**config.mk**
```make
export PLATFORM = sky130hd
export DESIGN_NAME = ps2_keypad
export DESIGN_NICKNAME = d
export VERILOG_FILES = /design/src/rtl/ps2_keypad.sv
export SDC_FILE = /design/constraint.sdc
export NUM_CORES = 1
export LEC_CHECK = 0
export ABC_AREA = 0
export BUFFER_PORTS_ARGS = -buffer_cell sky130_fd_sc_hd__buf_2
export CORE_MARGIN = 5
export CORE_UTILIZATION = 58
export DETAILED_ROUTE_END_ITERATION = 10
export PLACE_DENSITY = 0.78
export SYNTH_ARGS = -nofsm -noshare
export SYNTH_HDL_FRONTEND = slang
export SYNTH_SLANG_ARGS = --single-unit
```
**constraint.sdc**
```tcl
create_clock -name clk -period 2.1 [get_ports clk]
set_input_delay 0.42 -clock clk [delete_from_list [all_inputs] [get_ports clk]]
set_output_delay 0.42 -clock clk [all_outputs]
set_load 0.01 [all_outputs]
```
**src/rtl/ps2_keypad.sv**
```systemverilog
// ps2_keypad: PS/2 keyboard receiver that decodes make/break codes into a 10-key gamepad bitmap.
// Receive only; ps2_clk/ps2_data are sampled through synchronizers and never driven.
module ps2_keypad #(
    parameter int TIMEOUT_CYCLES = 50000
) (
    input  logic       clk,
    input  logic       rstn,
    input  logic       ps2_clk,
    input  logic       ps2_data,
    output logic [9:0] keys,
    output logic [7:0] scan_code,
    output logic       scan_valid,
    output logic       frame_err
);
    localparam int TW = $clog2(TIMEOUT_CYCLES + 1);
    localparam logic [TW-1:0] TMAX = TW'(TIMEOUT_CYCLES - 1);

    typedef enum logic [1:0] {IDLE, DATA, PARITY, STOP} state_t;

    state_t        state_q, state_d;
    logic [2:0]    clk_sync_q;
    logic [1:0]    dat_sync_q;
    logic [2:0]    cnt_q, cnt_d;
    logic [7:0]    shift_q, shift_d;
    logic          par_ok_q, par_ok_d;
    logic [TW-1:0] tmo_q, tmo_d;
    logic          brk_q, brk_d, ext_q, ext_d;
    logic [9:0]    keys_q, keys_d;
    logic [7:0]    scan_code_q;
    logic          scan_valid_q, frame_err_q;
    logic          fall, din, good, bad;
    logic [3:0]    idx;

    // clk_sync_q: [0] first stage, [1] synced level, [2] previous synced level
    assign fall = clk_sync_q[2] & ~clk_sync_q[1];
    assign din  = dat_sync_q[1];

    always_comb begin
        state_d  = state_q;
        cnt_d    = cnt_q;
        shift_d  = shift_q;
        par_ok_d = par_ok_q;
        tmo_d    = (state_q == IDLE) ? '0 : tmo_q + 1'b1;
        good     = 1'b0;
        bad      = 1'b0;
        if (fall) begin
            tmo_d = '0;
            case (state_q)
                IDLE: begin
                    state_d = din ? IDLE : DATA;
                    cnt_d   = '0;
                end
                DATA: begin
                    shift_d = {din, shift_q[7:1]};
                    cnt_d   = cnt_q + 1'b1;
                    state_d = (cnt_q == 3'd7) ? PARITY : DATA;
                end
                PARITY: begin
                    par_ok_d = ^{shift_q, din};
                    state_d  = STOP;
                end
                default: begin
                    good    = din & par_ok_q;
                    bad     = ~good;
                    state_d = IDLE;
                end
            endcase
        end else if (state_q != IDLE && tmo_q == TMAX) begin
            state_d = IDLE;
            tmo_d   = '0;
            bad     = 1'b1;
        end
    end

    // Keys are decoded from the byte as it is accepted, so they move in step with scan_valid.
    assign idx = !ext_q ? (shift_q == 8'h1C ? 4'd9 :
                           shift_q == 8'h1B ? 4'd8 :
                           shift_q == 8'h22 ? 4'd0 :
                           shift_q == 8'h1A ? 4'd1 :
                           shift_q == 8'h66 ? 4'd2 :
                           shift_q == 8'h5A ? 4'd3 : 4'd15)
                        : (shift_q == 8'h74 ? 4'd4 :
                           shift_q == 8'h6B ? 4'd5 :
                           shift_q == 8'h75 ? 4'd6 :
                           shift_q == 8'h72 ? 4'd7 : 4'd15);

    always_comb begin
        keys_d = keys_q;
        brk_d  = brk_q;
        ext_d  = ext_q;
        if (bad) begin
            brk_d = 1'b0;
            ext_d = 1'b0;
        end else if (good) begin
            if (shift_q == 8'hF0) begin
                brk_d = 1'b1;
            end else if (shift_q == 8'hE0) begin
                ext_d = 1'b1;
            end else begin
                brk_d = 1'b0;
                ext_d = 1'b0;
                if (idx < 4'd10) keys_d[idx] = ~brk_q;
            end
        end
    end

    always_ff @(posedge clk or negedge rstn) begin
        if (!rstn) begin
            clk_sync_q   <= '1;
            dat_sync_q   <= '1;
            state_q      <= IDLE;
            cnt_q        <= '0;
            shift_q      <= '0;
            par_ok_q     <= 1'b0;
            tmo_q        <= '0;
            brk_q        <= 1'b0;
            ext_q        <= 1'b0;
            keys_q       <= '0;
            scan_code_q  <= '0;
            scan_valid_q <= 1'b0;
            frame_err_q  <= 1'b0;
        end else begin
            clk_sync_q   <= {clk_sync_q[1:0], ps2_clk};
            dat_sync_q   <= {dat_sync_q[0], ps2_data};
            state_q      <= state_d;
            cnt_q        <= cnt_d;
            shift_q      <= shift_d;
            par_ok_q     <= par_ok_d;
            tmo_q        <= tmo_d;
            brk_q        <= brk_d;
            ext_q        <= ext_d;
            keys_q       <= keys_d;
            scan_code_q  <= good ? shift_q : scan_code_q;
            scan_valid_q <= good;
            frame_err_q  <= bad;
        end
    end

    assign keys       = keys_q;
    assign scan_code  = scan_code_q;
    assign scan_valid = scan_valid_q;
    assign frame_err  = frame_err_q;
endmodule
```
==> metrics, run 1 <==
Async SR Flop Fraction 100%; Max Root-Sink Buffers 2; Hold Slack 37.5 ps; register area 0.00143 sq mm; Yosys cell types 52; buffers and inverters on the worst path 0; vias in the first global route 1892; Non-Filler Instances 356; initial drt markers 90; clk root buf clkbuf_8; top-level port count 24; Initial Utilization 60.5%; flops & latches, synth 57; Total GRT Usage 19.1%; clk_skew 11.4 ps; cell count after synthesis 259; Fmax 513 MHz; Leakage 1.46 nW; reg-to-reg endpoint keys[8]; Cell Int Power 0.00205 W; Die Y 80.7 um; pin count of the biggest net entering global routing 24; Comb pwr share 19.1%; die footprint 0.00651 sq mm; routability cong. 0.845; CTS H-tree lvls 3; Layout fillers 369; GRT overflow 0; max_slew headroom 60.5%; final-report max-slew violation count 0; # clock sinks 57; crit path kind register to register; RSZ-0062 raised after global routing false; syn nets 266; DR vias 1913; fin crit share 92.9%; Placement Setup Slack 156 ps; post-DR wirelength/cell 14.6 um; crit-path cells and3b_2, a32oi_2, o21a_4, nor4_4, mux2i_1; Flop pwr share 46.8%; Reg clk slew, reported paths 70 ps; cell taking the most area after synthesis dfrtp_1; Setup crit start shift_q[4]; clock power share 34.1%; Crit path max-delay family simple AND/OR/NAND/NOR gates; CP max FO 11; Max stage delay on crit path 600 ps; YS warnings 0; Psw 0.000915 W; ANT cells 0; Die Wd 80.7 um; DP HPWL 3700 um; area of the multi-input gates 0.00132 sq mm; DRC violations left 0; Critical Path Sink Type register; cts repair resizes 0; worst setup margin 149 ps; crit path to keys[8]; R2R depth 5; initial antenna violation count 0; worst-skew pair later-pin latency 340 ps; final hold violation count 0; syn_area_per_cell 11.2 sq um; DP Cell Count 340; Tmin final 1950 ps; cell area power density 919 mW/mm^2; via/cell ratio 5.37; drt first pass iters 4; Critical Path AT 2210 ps; Post-synth EDFFs 0; FF-to-FF setup slack 150 ps; cts hold-fix bufs 0; Worst Tran Pin Value 589 ps; Max rail drop VDD 0.789 mV; share of the synthesized area in the top cell type 44.9%; Core Box Area 0.00479 sq mm; total power draw 0.00296 W; layout cells sized above 1 28.4%; Startpoint Class register; Worst EP required 2360 ps; postcts setup bufs 0; remaining antenna violation count 0; cell with the most instances after synthesis dfrtp_1; register area share after synthesis 49.5%; critical path's slowest cell dfrtp_1; CTS tree yes; top cells by count, synth 52 x dfrtp_1, 30 x nor2_1, 20 x nand2_1, 20 x xnor2_1, 16 x mux2_2; # setup viols final 0; area grow syn2layout 11.3%; final wirelength 5210 um; switching share of total power 30.9%; clock buffer count from CTS 9; cell count along the critical path 5; total negative slack 0 ps; # port buffers 23; Synth area leaders dfrtp_1 45%, mux2_2 6.2%, xnor2_1 6.1%, dfstp_2 4.5%, nor2_1 3.9%; synthesized cell area 0.00290 sq mm; Rows 25; final net count 291; hold crit path type primary input to async pin; status completed; global-route wire length before repair 9240 um; max_cap viols 0; FF-to-FF Start shift_q[4]; Most used DFF post-synth dfrtp_1
## power by group through the flow
| stage | clock [W] | sequential, W | combinational, W |
|---|---|---|---|
| 3_3_place_gp | 0 | 0.00140 | 0.000559 |
| 5_1_grt | 0.00109 | 0.00141 | 0.000632 |
| 4_1_cts | 0.00103 | 0.00138 | 0.000576 |
| 3_5_place_dp | 0 | 0.00140 | 0.000569 |
| 6_report | 0.00101 | 0.00139 | 0.000567 |
| 2_1_floorplan | 0 | 0.00125 | 0.000679 |
## cell families after synthesis
logic type / synth area share [%]
compound gates: 9.07
xor+xnor: 6.91
fa+ha+maj: 1.30
buf+inv: 4.93
flops: 49.5
mux: 8.30
simple gates: 20.0
## cells in the final DEF (no fill, tap or decap), drive strengths merged, types with 2 or more instances in the layout
cell type  synthesis  layout
nand3              6       6
o41ai              4       4
nand2b             4       4
nor4               6       6
nor2b              2       2
nand3b             3       3
buf                9      26
clkbuf             3      11
clkinv             0       2
o31ai              4       4
nor3               8       8
dfrtp             52      52
mux2              16      16
a21oi              4       4
dfstp              5       5
inv               14      14
or3                2       2
and2               4       4
ha                 3       3
nand4              7       7
nor2              30      30
mux2i              6       6
o21ai              8       8
clkinvlp           0       2
xnor2             21      21
and3               2       2
nand2             21      21
## how the worst min path moves through the flow
stage | start | to | slack (ps)
floorplan | rstn | brk_q | 120
global placement | dat_sync_q[0] | dat_sync_q[1] | 350
detailed placement | clk_sync_q[0] | clk_sync_q[1] | 350
CTS | rstn | scan_code[0] | 50
global route | rstn | cnt_q[0] | 70
finish | rstn | scan_code[0] | 40
## cell type report
type	count	share of cell area [%]
flip-flops and latches	57	44.4
multi-input cells	176	41.0
clock buffers	11	4.39
repair buffers	26	4.27
well taps	67	2.60
clock inverters	5	1.71
inverters	14	1.63
## registers in the layout (all words and copies together) (netlist names)
name        flops
ext_q           1
cnt_q           3
brk_q           1
tmo_q          16
scan_valid      1
state_q         2
clk_sync_q      3
scan_code       8
frame_err       1
keys           10
dat_sync_q      2
par_ok_q        1
shift_q         8
## metrics by stage
stage          instance area [sq um]  utilization (%)
3_5_place_dp                    3030             63.2
2_1_floorplan                   2900                -
3_3_place_gp                    3030             63.2
5_1_grt                         3220             67.3
4_1_cts                         3220             67.3
6_report                        3220             67.3
## per-layer routing
metal / vias to the layer above / wire (um) / track usage [%]
li1: 947 / - / -
met1: 915 / 2360 / 24.4
met2: 43 / 2490 / 28.9
met5: - / 0 / 0
met3: 8 / 261 / 7.62
met4: 0 / 97 / 7.60
Power figures use the tool's default switching activity.
==> run 2: changes to the inputs <==
--- a/config.mk
+++ b/config.mk
@@ -6,11 +6,11 @@
 export NUM_CORES = 1
 export LEC_CHECK = 0
 export ABC_AREA = 0
-export BUFFER_PORTS_ARGS = -buffer_cell sky130_fd_sc_hd__buf_2
 export CORE_MARGIN = 5
 export CORE_UTILIZATION = 58
 export DETAILED_ROUTE_END_ITERATION = 10
-export PLACE_DENSITY = 0.78
+export DONT_BUFFER_PORTS = 1
+export PLACE_DENSITY = 0.74
 export SYNTH_ARGS = -nofsm -noshare
 export SYNTH_HDL_FRONTEND = slang
 export SYNTH_SLANG_ARGS = --single-unit
==> run 2 against run 1 <==
Net effect:
- sequential share of layout area is 1.5 points higher
- worst setup slack better by 58 ps
- first-iteration DRC count is 24% lower
- fmax is 3.1% higher
- via count is 4.5% lower
- utilization is 2.2 points lower
- wire length is 1.6% lower
- final cell count is 6.2% lower
- critical path depth stayed put
- count of clock-buffer cells in the layout is 2 higher
- clock power is 11% lower
- largest power group unchanged
- highest routed layer unchanged
==> metrics, run 2 (synthesis gave the netlist of run 1 again) <==
clock buffer count from CTS 9 (unchanged); worst setup margin 207 ps (+57.8 ps); Die Wd 80.7 um (unchanged); Critical Path Sink Type register; total negative slack 0 ps (unchanged); final wirelength 5130 um (-1.6%); Worst EP required 2360 ps (about the same); vias in the first global route 1858 (-1.8%); DRC violations left 0 (unchanged); Startpoint Class register; die footprint 0.00651 sq mm (unchanged); Initial Utilization 60.5% (unchanged); clk_skew 8.86 ps (-2.59 ps); global-route wire length before repair 9010 um (-2.5%); CP max FO 8 (-3); final-report max-slew violation count 0 (unchanged); Max stage delay on crit path 580 ps (-20 ps); critical path's slowest cell dfrtp_1; max reg flops 16 (unchanged); final hold violation count 0 (unchanged); buffers and inverters on the worst path 0 (unchanged); max_slew headroom 61.6% (+1.2 points); # setup viols final 0 (unchanged); CTS H-tree lvls 3 (unchanged); DP HPWL 3420 um (-7.6%); remaining antenna violation count 0 (unchanged); register area 0.00143 sq mm (unchanged); Die Y 80.7 um (unchanged); Rows 25 (unchanged); DR vias 1826 (-4.5%); max_cap viols 0 (unchanged); Max rail drop VDD 0.984 mV (+25%); clk root buf clkbuf_8; Layout fillers 395 (+7.0%); fin crit share 90.1% (-2.8 points); CTS tree yes; Leakage 1.34 nW (-7.8%); crit-path cells nand4b_4, or3_4, o21a_4, nor4_4, mux2i_1; top-level port count 24 (unchanged); hold crit path type primary input to register; drt first pass iters 5 (+1); area of the multi-input gates 0.00132 sq mm (unchanged); via/cell ratio 5.47 (+1.7%); worst-skew pair later-pin latency 330 ps (about the same); Core Box Area 0.00479 sq mm (unchanged); Worst Tran Pin Value 572 ps (-17.2 ps); crit path kind register to register; RSZ-0062 raised after global routing false; Fmax 528 MHz (+3.1%); ANT cells 0 (unchanged); Placement Setup Slack 186 ps (+30.2 ps); Max Root-Sink Buffers 2 (unchanged); cell area power density 918 mW/mm^2 (about the same); area grow syn2layout 7.61%; design area 0.00312 sq mm (-3.3%); final net count 269 (-7.6%); status completed; layout cells sized above 1 21.7% (-6.7 points); placed inst area 0.00290 sq mm (-4.1%); initial antenna violation count 0 (unchanged); Tmin final 1890 ps (-57.8 ps); cts repair resizes 0 (unchanged); post-DR wirelength/cell 15.3 um (+4.8%); Reg clk slew, reported paths 70 ps (about the same); # port buffers 0 (-100%); initial drt markers 68 (-24%); Biggest register tmo_q; most frequent cells in the layout 52 x dfrtp_1, 30 x nor2_1, 20 x nand2_1, 20 x xnor2_1, 16 x mux2_2; routability cong. 0.770 (-8.9%); GRT overflow 0 (unchanged); most common cell after layout, fill and taps aside dfrtp_1; Hold Slack 78.0 ps (+40.5 ps); pin count of the biggest net entering global routing 58 (+140%); # clock sinks 57 (unchanged); Crit path max-delay family simple AND/OR/NAND/NOR gates; Total GRT Usage 18.2% (-0.87 points); Critical Path AT 2150 ps (-60 ps)
[run 2: per-stage QoR]
step | cells | utilization, % | power (W)
after CTS | 334 | 65.1 | 0.00290
final | 334 | 65.1 | 0.00286
after global routing | 334 | 65.1 | 0.00302
after detailed placement | 316 | 60.7 | 0.00196
after floorplan | 259 | - | 0.00193
after global placement | 316 | 60.7 | 0.00194
[run 2: worst paths after layout]
kind                                     from       endpoint  slack (ps)  cells after the start
worst max-delay path               shift_q[6]        keys[8]         210                      5
max in group asynchronous                rstn  clk_sync_q[0]        1210                      2
min in group asynchronous                rstn       cnt_q[0]         610                      2
worst max register to register     shift_q[6]        keys[8]         210                      5
worst min-delay path                 ps2_data  dat_sync_q[0]          80                      0
worst min register to register  dat_sync_q[0]  dat_sync_q[1]         360                      0
[run 2: report_power, final]
group	switching (W)	total (W)	internal, W
sequential	0.000207	0.00139	0.00118
combinational	0.000278	0.000581	0.000303
clock	0.000407	0.000894	0.000487
total	0.000892	0.00286	0.00197
[run 2: repair_timing]
| action | in CTS | in global routing |
|---|---|---|
| setup buffers | 0 | 0 |
| hold buffers | 2 | 0 |
| hold endpoints to repair | 57 | 0 |
[run 2: routing by layer]
layer / global-route usage, % / up-vias / wire length, um
met4: 5.24 / 0 / 63
met1: 22.8 / 883 / 2350
li1: - / 900 / -
met5: 0 / - / 0
met3: 7.96 / 6 / 308
met2: 28.6 / 37 / 2400
[run 2: final cells by class]
class / count / area share [%]
multi-input combinational: 176 / 42.4
clock inverter: 3 / 0.482
inverter: 14 / 1.69
tap: 67 / 2.69
timing repair buffer: 4 / 1.69
sequential: 57 / 46.0
clock buffer: 13 / 5.10
